`src/rtl/mc_control.sv`:
```
// mc_control: multi-cycle IF/ID/EX/MEM/WB sequencer for the miniRV datapath.
// Latency: B 3, R/I/LUI/JAL/JALR/S 4, LOAD 5 cycles; each memory wait cycle adds 1.
// Backpressure: imem_req/dmem_req stay high until ready; all strobes drop in reset.
// Optional build macro MC_ILLEGAL_TRAP_EN: unknown opcodes and bad branch funct3 trap to HALT.
module mc_control #(
    parameter int CNT_W       = 32,
    parameter int RST_PC_HOLD = 1
) (
    input  logic             clk,
    input  logic             rst_n,
    input  logic [31:0]      inst,
    input  logic             imem_ready,
    input  logic             dmem_ready,
    output logic             imem_req,
    output logic             ir_we,
    output logic             dmem_req,
    output logic             dram_we,
    output logic             pc_we,
    output logic             rf_we,
    output logic [1:0]       npc_op,
    output logic [1:0]       rf_wsel,
    output logic [2:0]       sext_op,
    output logic             alub_sel,
    output logic [3:0]       alu_op,
    output logic [2:0]       state_o,
    output logic [CNT_W-1:0] inst_cnt
);

    // Opcodes of the miniRV subset
    localparam logic [6:0] OP_R    = 7'b0110011;
    localparam logic [6:0] OP_I    = 7'b0010011;
    localparam logic [6:0] OP_LOAD = 7'b0000011;
    localparam logic [6:0] OP_JALR = 7'b1100111;
    localparam logic [6:0] OP_S    = 7'b0100011;
    localparam logic [6:0] OP_B    = 7'b1100011;
    localparam logic [6:0] OP_LUI  = 7'b0110111;
    localparam logic [6:0] OP_JAL  = 7'b1101111;

    // Next-PC select
    localparam logic [1:0] C_NPC_PC4  = 2'd0;
    localparam logic [1:0] C_NPC_B    = 2'd1;
    localparam logic [1:0] C_NPC_JAL  = 2'd2;
    localparam logic [1:0] C_NPC_JALR = 2'd3;

    // Write-back select
    localparam logic [1:0] S_ALU  = 2'd0;
    localparam logic [1:0] S_DRAM = 2'd1;
    localparam logic [1:0] S_PC4  = 2'd2;
    localparam logic [1:0] S_IMM  = 2'd3;

    // Immediate format select
    localparam logic [2:0] SEXT_NONE  = 3'd0;
    localparam logic [2:0] SEXT_I     = 3'd1;
    localparam logic [2:0] SEXT_SHIFT = 3'd2;
    localparam logic [2:0] SEXT_S     = 3'd3;
    localparam logic [2:0] SEXT_B     = 3'd4;
    localparam logic [2:0] SEXT_U     = 3'd5;
    localparam logic [2:0] SEXT_J     = 3'd6;

    // ALU operations
    localparam logic [3:0] ALU_ADD = 4'd0;
    localparam logic [3:0] ALU_SUB = 4'd1;
    localparam logic [3:0] ALU_AND = 4'd2;
    localparam logic [3:0] ALU_OR  = 4'd3;
    localparam logic [3:0] ALU_XOR = 4'd4;
    localparam logic [3:0] ALU_SLL = 4'd5;
    localparam logic [3:0] ALU_SRL = 4'd6;
    localparam logic [3:0] ALU_SRA = 4'd7;
    localparam logic [3:0] ALU_BEQ = 4'd8;
    localparam logic [3:0] ALU_BNE = 4'd9;
    localparam logic [3:0] ALU_BLT = 4'd10;
    localparam logic [3:0] ALU_BGE = 4'd11;

    localparam logic [1:0] HOLD_INIT = 2'(RST_PC_HOLD);

    typedef enum logic [2:0] {
        ST_IF   = 3'd0,
        ST_ID   = 3'd1,
        ST_EX   = 3'd2,
        ST_MEM  = 3'd3,
        ST_WB   = 3'd4,
        ST_HALT = 3'd5
    } state_t;

    state_t     state, state_nxt;
    logic [1:0] hold_cnt;

    logic [6:0] opcode;
    logic [2:0] funct3;
    logic       f7_alt;
    logic       is_r, is_i, is_load, is_jalr, is_s, is_b, is_lui, is_jal;
    logic       is_known, b_f3_ok;
    logic       unused_inst;

    // Raw (pre-reset-gating) strobes from the FSM
    logic       imem_req_r, ir_we_r, dmem_req_r, dram_we_r, pc_we_r, rf_we_r;

    assign opcode      = inst[6:0];
    assign funct3      = inst[14:12];
    assign f7_alt      = inst[30];
    assign unused_inst = ^{inst[31], inst[29:15], inst[11:7]};

    assign is_r     = (opcode == OP_R);
    assign is_i     = (opcode == OP_I);
    assign is_load  = (opcode == OP_LOAD);
    assign is_jalr  = (opcode == OP_JALR);
    assign is_s     = (opcode == OP_S);
    assign is_b     = (opcode == OP_B);
    assign is_lui   = (opcode == OP_LUI);
    assign is_jal   = (opcode == OP_JAL);
    assign is_known = is_r | is_i | is_load | is_jalr | is_s | is_b | is_lui | is_jal;
    assign b_f3_ok  = (funct3 == 3'b000) | (funct3 == 3'b001) |
                      (funct3 == 3'b100) | (funct3 == 3'b101);

    // State register; reset restarts at a fresh IF
    always_ff @(posedge clk or negedge rst_n) begin
        if (!rst_n) begin
            state <= ST_IF;
        end else begin
            state <= state_nxt;
        end
    end

    // Post-reset fetch hold: counts down only while sitting in IF
    always_ff @(posedge clk or negedge rst_n) begin
        if (!rst_n) begin
            hold_cnt <= HOLD_INIT;
        end else if (state == ST_IF && hold_cnt != 2'd0) begin
            hold_cnt <= hold_cnt - 2'd1;
        end
    end

    // Next-state and per-state strobes
    always_comb begin
        state_nxt  = state;
        imem_req_r = 1'b0;
        ir_we_r    = 1'b0;
        dmem_req_r = 1'b0;
        dram_we_r  = 1'b0;
        pc_we_r    = 1'b0;
        rf_we_r    = 1'b0;
        case (state)
            ST_IF: begin
                if (hold_cnt == 2'd0) begin
                    imem_req_r = 1'b1;
                    if (imem_ready) begin
                        ir_we_r   = 1'b1;
                        state_nxt = ST_ID;
                    end
                end
            end
            ST_ID: begin
                state_nxt = ST_EX;
            end
            ST_EX: begin
`ifdef MC_ILLEGAL_TRAP_EN
                if (!is_known || (is_b && !b_f3_ok)) begin
                    state_nxt = ST_HALT;
                end else
`endif
                if (is_b) begin
                    pc_we_r   = 1'b1;
                    state_nxt = ST_IF;
                end else if (is_load || is_s) begin
                    state_nxt = ST_MEM;
                end else begin
                    // R, I, LUI, JAL, JALR and (untrapped) unknown opcodes
                    state_nxt = ST_WB;
                end
            end
            ST_MEM: begin
                dmem_req_r = 1'b1;
                dram_we_r  = is_s;
                if (dmem_ready) begin
                    if (is_s) begin
                        pc_we_r   = 1'b1;
                        state_nxt = ST_IF;
                    end else begin
                        state_nxt = ST_WB;
                    end
                end
            end
            ST_WB: begin
                // Unknown opcodes retire without touching the register file
                rf_we_r   = is_known;
                pc_we_r   = 1'b1;
                state_nxt = ST_IF;
            end
            ST_HALT: begin
                state_nxt = ST_HALT;
            end
            default: begin
                state_nxt = ST_IF;
            end
        endcase
    end

    // Strobes are forced low for as long as reset is held
    assign imem_req = rst_n & imem_req_r;
    assign ir_we    = rst_n & ir_we_r;
    assign dmem_req = rst_n & dmem_req_r;
    assign dram_we  = rst_n & dram_we_r;
    assign pc_we    = rst_n & pc_we_r;
    assign rf_we    = rst_n & rf_we_r;
    assign state_o  = state;

    // Decode fields from the instruction register; zero while in reset
    always_comb begin
        npc_op   = C_NPC_PC4;
        rf_wsel  = S_ALU;
        sext_op  = SEXT_NONE;
        alub_sel = 1'b0;
        alu_op   = ALU_ADD;
        if (rst_n) begin
            if (is_r || is_i) begin
                case (funct3)
                    3'b000:  alu_op = (is_r && f7_alt) ? ALU_SUB : ALU_ADD;
                    3'b001:  alu_op = ALU_SLL;
                    3'b100:  alu_op = ALU_XOR;
                    3'b101:  alu_op = f7_alt ? ALU_SRA : ALU_SRL;
                    3'b110:  alu_op = ALU_OR;
                    3'b111:  alu_op = ALU_AND;
                    default: alu_op = ALU_ADD;
                endcase
            end
            if (is_i) begin
                alub_sel = 1'b1;
                sext_op  = (funct3 == 3'b001 || funct3 == 3'b101) ? SEXT_SHIFT : SEXT_I;
            end
            if (is_load) begin
                alub_sel = 1'b1;
                sext_op  = SEXT_I;
                rf_wsel  = S_DRAM;
            end
            if (is_jalr) begin
                alub_sel = 1'b1;
                sext_op  = SEXT_I;
                rf_wsel  = S_PC4;
                npc_op   = C_NPC_JALR;
            end
            if (is_s) begin
                alub_sel = 1'b1;
                sext_op  = SEXT_S;
            end
            if (is_b) begin
                sext_op = SEXT_B;
                npc_op  = C_NPC_B;
                case (funct3)
                    3'b001:  alu_op = ALU_BNE;
                    3'b100:  alu_op = ALU_BLT;
                    3'b101:  alu_op = ALU_BGE;
                    default: alu_op = ALU_BEQ;
                endcase
            end
            if (is_lui) begin
                sext_op = SEXT_U;
                rf_wsel = S_IMM;
            end
            if (is_jal) begin
                sext_op = SEXT_J;
                rf_wsel = S_PC4;
                npc_op  = C_NPC_JAL;
            end
        end
    end

    // Retired-instruction counter: every retirement commits the PC exactly once
    always_ff @(posedge clk or negedge rst_n) begin
        if (!rst_n) begin
            inst_cnt <= '0;
        end else if (pc_we) begin
            inst_cnt <= inst_cnt + CNT_W'(1);
        end
    end

endmodule

```
`config.mk`:
```
export PLATFORM = sky130hd
export DESIGN_NAME = mc_control
export DESIGN_NICKNAME = d
export VERILOG_FILES = /design/src/rtl/mc_control.sv
export SDC_FILE = /design/constraint.sdc
export NUM_CORES = 1
export LEC_CHECK = 0
export CORE_UTILIZATION = 44
export DETAILED_ROUTE_END_ITERATION = 8
export PLACE_DENSITY = 0.9
export SYNTH_ARGS = -nofsm -noshare
export SYNTH_HDL_FRONTEND = slang
export SYNTH_SLANG_ARGS = --single-unit
```
`constraint.sdc`:
```
create_clock -name clk -period 2.25 [get_ports clk]
set_input_delay 0.45 -clock clk [delete_from_list [all_inputs] [get_ports clk]]
set_output_delay 0.45 -clock clk [all_outputs]
set_load 0.01 [all_outputs]
```
[Word level (Yosys, flattened, before mapping)]
Index checks and enable logic that the tools add are counted.
Storage, ports and cells
  register bits: 37
  output and inout bits: 53
  logic and storage cells: 98
Cells by class
  add/subtract/negate cells: 2
  equal/unequal tests: 21
  multiplexer cells: 49
  bitwise logic cells: 13
  reduce and logical (&&, ||, !) cells: 10
Operators with widths (number)
  $mux 3: 14
  $add 32x1->32 const B: 1
  $eq 7x6->1 const B: 3
  $eq 7x7->1 const B: 3
  $mux 2: 10
  $mux 1: 19
  $eq 3x3->1 const B: 6
  $pmux 3 s6: 1
  $pmux 3 s5: 1
  $mux 4: 2
  $eq 7x2->1 const B: 1
  $eq 7x5->1 const B: 1
  $or 1x1->1: 7
  $and 1x1->1: 6
  $eq 3x1->1 const B: 2
  $eq 3x2->1 const B: 2
  $logic_not 3->1: 2
  $pmux 2 s3: 1
  $ne 2x2->1 const B: 2
  $logic_or 1x1->1: 3
  $pmux 1 s3: 1
  $reduce_and 3->1: 1
  $logic_and 1x1->1: 2
  $logic_not 2->1: 1
  other kinds (3): 3

[Longest topological paths before layout]
  depth after elaboration: 11
  gate-level depth with buffers: 8
  mapped depth without buffers: 6

[Worst setup path before layout]
Ideal clock, no wire load.
  path kind: input-to-output
  start: input port inst[6]
  end: output port alu_op[0]
  data arrival time: 1469 ps
  data required time: 1800 ps
  setup slack: 331 ps
  stages: 6
  path buffers: 1
  path through: buf_2 -> nor2b_1 -> nand2_1 -> o21a_1 -> o22a_1 -> nor2_1
On the way
  word-level cells in the longest chain between the ends: 7
  elaborated cells on any way between the ends: 10
Ends and longest elaborated chain
  start: declaration: line 11  | input logic [31:0] inst,
  $eq 7x6->1: line 103  | assign is_r = (opcode == OP_R);
  $logic_and 1x1->1: line 217  | 3'b000: alu_op = (is_r && f7_alt) ? ALU_SUB : ALU_ADD;
  $mux 1: line 217
  $pmux 3 s6: line 216  | case (funct3)
  $mux 3: line 215  | if (is_r || is_i) begin
  $mux 4 *: line 245  | if (is_b) begin
  $mux 4 *: line 214  | if (rst_n) begin
  end: declaration: line 24  | output logic [3:0] alu_op,
Mark *: on every way between the ends. The rest lies on a longest branch, timed or not.

[Worst setup path after layout]
  start: input port inst[2]
  end: output port rf_we
On the way
  word-level cells in the longest chain between the ends: 10
  elaborated cells on any way between the ends: 17
Ends and longest elaborated chain
  $eq 7x6->1 / $eq 7x5->1 (equally long branches): line 103, 104
  $or 1x1->1 (6 in a row): line 111  | assign is_known = is_r | is_i | is_load | is_jalr | is_s | is_b | is_lui | is_jal;
  $or 1x1->1 *: line 111
  $mux 1 *: line 142  | case (state)
  $and 1x1->1 *: line 204  | assign rf_we = rst_n & rf_we_r;
  end: declaration: line 19  | output logic rf_we,
Marks and branches as above.

==> results <==
cell type report:
class / instances / area, sq um / share of cell area
inverter: 7 / 26.3 / 0.00789
clock inverter: 1 / 5.00 / 0.00150
multi-input combinational: 185 / 1260 / 0.378
timing repair buffer: 110 / 932 / 0.280
clock buffer: 7 / 96.3 / 0.0289
sequential: 37 / 927 / 0.278
tap: 67 / 83.8 / 0.0252
worst max path at each step:
stage	startpoint	endpoint	slack, ns
final	inst[2]	rf_we	0.04
after global routing	inst[2]	rf_we	0.01
after CTS	inst[6]	sext_op[2]	0.009
after detailed placement	inst[1]	rf_we	-0.64
after global placement	inst[3]	rf_we	-0.55
after floorplan	inst[6]	alu_op[0]	0.33
cell usage in the layout (no fill, tap or decap), types with 2 or more instances in the layout:
cell type / netlist / layout
dfrtp_1: 36 / 36
dlygate4sd2_1: 0 / 10
nor2b_1: 5 / 4
nand2b_1: 4 / 4
xor2_1: 12 / 12
nor4_2: 1 / 2
and4_1: 4 / 4
nand3_1: 15 / 13
inv_1: 5 / 5
clkbuf_8: 0 / 7
xnor2_1: 20 / 20
clkdlybuf4s15_1: 0 / 2
buf_4: 2 / 42
nand2_1: 24 / 23
nand3_2: 0 / 2
clkdlybuf4s15_2: 0 / 2
clkdlybuf4s50_1: 0 / 42
nor4b_2: 1 / 2
a21oi_1: 12 / 10
clkbuf_2: 1 / 5
and3_1: 9 / 9
a21oi_2: 0 / 2
and2_1: 5 / 5
nor2_1: 14 / 13
nor4_1: 8 / 7
buf_2: 5 / 6
nor3_1: 15 / 14
o22ai_1: 2 / 2
nand4_1: 15 / 15
per-layer routing:
layer  track usage  wire [microns]  share of wire
met1         0.291            2590           0.41
met2         0.415            3020           0.48
met3        0.0539             526          0.084
met4         0.120             138          0.022
met5             0               0              0
cell families (layout without fill, tap and decap cells):
group	Yosys count	after routing	synth area share
DFF	37	37	0.416
muxes	2	2	0.00955
buffers and inverters	19	125	0.0455
xor gates and xnor gates	32	32	0.126
AOI/OAI and AO/OA	21	21	0.0641
adders and majority gates	3	3	0.0157
and+or+nand+nor	127	127	0.323
sequential cells by signal, summed over array words and instances (netlist names):
| signal | count |
|---|---|
| inst_cnt | 32 |
| hold_cnt | 2 |
| state_o | 3 |
cells in the mapped netlist, drive strengths merged (2+ instances only):
master	count	share of area
nand3	15	0.034
and2	5	0.014
inv	6	0.010
ha	2	0.011
nand4	15	0.042
clkbuf	3	0.0056
a21oi	12	0.027
nand2	24	0.040
nor4b	2	0.011
nor4	10	0.038
xnor2	20	0.079
and4	4	0.016
nor2	14	0.024
buf	9	0.028
and3	9	0.025
nor2b	5	0.014
o21a	2	0.010
o22ai	2	0.0056
dfrtp	36	0.40
nand2b	4	0.011
xor2	12	0.047
nor3	15	0.034
power by group through the flow:
stage                     Combinational, mW  Clock, mW  Sequential (mW)
after global placement                0.523          0            0.795
after floorplan                       0.252          0            0.794
after global routing                  0.588      0.548            0.801
after detailed placement              0.536          0            0.799
after CTS                             0.543      0.517            0.791
final                                 0.547      0.505            0.792
through the flow:
stage	util	worst slack [ns]	hold WS, ns	setup TNS [ns]
after detailed placement	0.671	-0.637	0.463	-10.15
final	0.696	0.0433	0.170	0
after floorplan	-	0.331	0.154	0
after global routing	0.696	0.0113	0.175	0
after CTS	0.697	0.00895	0.166	0
after global placement	0.671	-0.548	0.457	-8.31
what timing repair did:
| action | in CTS | in global routing |
|---|---|---|
| endpoints found under the setup margin | 17 | 11 |
| setup buffers | 2 | 0 |
| pin swaps | 4 | 4 |
| resized for setup | 58 | 12 |
==> flow_summary.ini <==
[power_and_ir_drop]
p_per_area_mw_per_mm2 = 554
p_clk_frac = 0.274
p_int_mw = 1.28
power.leakage_nw = 1.53
seqPwrFrac = 0.429
p_switching_mw = 0.562
ir_drop_uv = 529
combPwrFrac = 0.296
finalPower_mw = 1.84
swShare = 0.305

[floorplan]
start_util = 0.465
die_area_sq_mm = 0.00535
num_rows = 25
die_h_microns = 73.1
placeableCoreArea_sq_mm = 0.00479
die_w_microns = 73.1
io_pins = 89

[placed_design]
dp.cells = 404
place.gp.congestion = 0.969
place_area_sq_mm = 0.00321
io_buffer_count = 67
dp_hpwl_mm = 4.61

[global_route]
overflow = 0
grt_max_degree = 27
grt_use_total = 0.244
antenna_found_initial = 0
grt_pass1_vias = 2222
grt_pass1_wl_mm = 9.96

[yosys]
ys_async_sr_fraction = 1.00
ys_seq_area_frac = 0.416
syn_area_sq_mm = 0.00223
synth_cell_type_count = 45
ys.flop_type = dfrtp_1
netlist_instances = 241
avgSynthCellArea_sq_um = 9.24
synth-edff-count = 0
ys_ff_latch = 37
yosysWarningCount = 0
syn-num-nets = 279

[critical_path]
r2r.worst_path.cells = 5
cp-end-kind = output pin
crit_required_ns = 1.80
cp.arrival_ns = 1.76
path_class = in2out
crit_family = simple AND/OR/NAND/NOR gates
rr_startpoint = inst_cnt[16]
slowest_delay_ns = 0.38
path_buf_inv = 2
path_cells = clkbuf_2 > and4bb_4 > or2b_1 > a21oi_2 > a21oi_2 > a31oi_1 > buf_2
r2r-end = inst_cnt[31]
worstPathMaxFanout = 4
start_kind = primary input
worst-path-stages = 7
cp_slowest_cell = and4bb_4
rrSetupSlack_ns = 0.33
worst_path_most_repeated_cell = a21oi_2

[routing]
ant_nets = 0
first_pass_iters = 4
num_vias = 2307
routedWlPerCell_microns = 15.2
via_per_inst = 5.57
drcViolationCount = 0
drt-total-wl_mm = 6.28
first_iter_violations = 95

[clock_tree]
cts.path.max_buffers = 2
cts_tree = yes
numCtsBuffers = 5
h-tree-depth = 2
hold_buffers = 0
path_clk_slew_ns = 0.07
cts_sinks = 37
clkLatencyLatePin_ns = 0.29
cts_root_buf = clkbuf_8

[finish]
num_antenna_cells = 0
layout-drive-gt1-share = 0.245
fin_nets = 384
finalNonFillerCells = 414
fill_cells = 367
finish.instance_area_sq_mm = 0.00333
synthToLayoutAreaGrowth_pct = 49.5

[timing]
worst_pin_slew_ns = 0.497
period_needed_ns = 2.21
hold_viol_final = 0
rsz0062_at_grt = no
post-route-period-util = 0.981
finClkSkew_ns = 0.00585
fmax_mhz = 453
slew_violations = 0
setup_viol = 0
slew_headroom = 0.666

[min_path]
hp-class = in2async

[run]
drv_cap = 0

[run_status]
status = complete, no violations
Power figures use the tool's default switching activity.
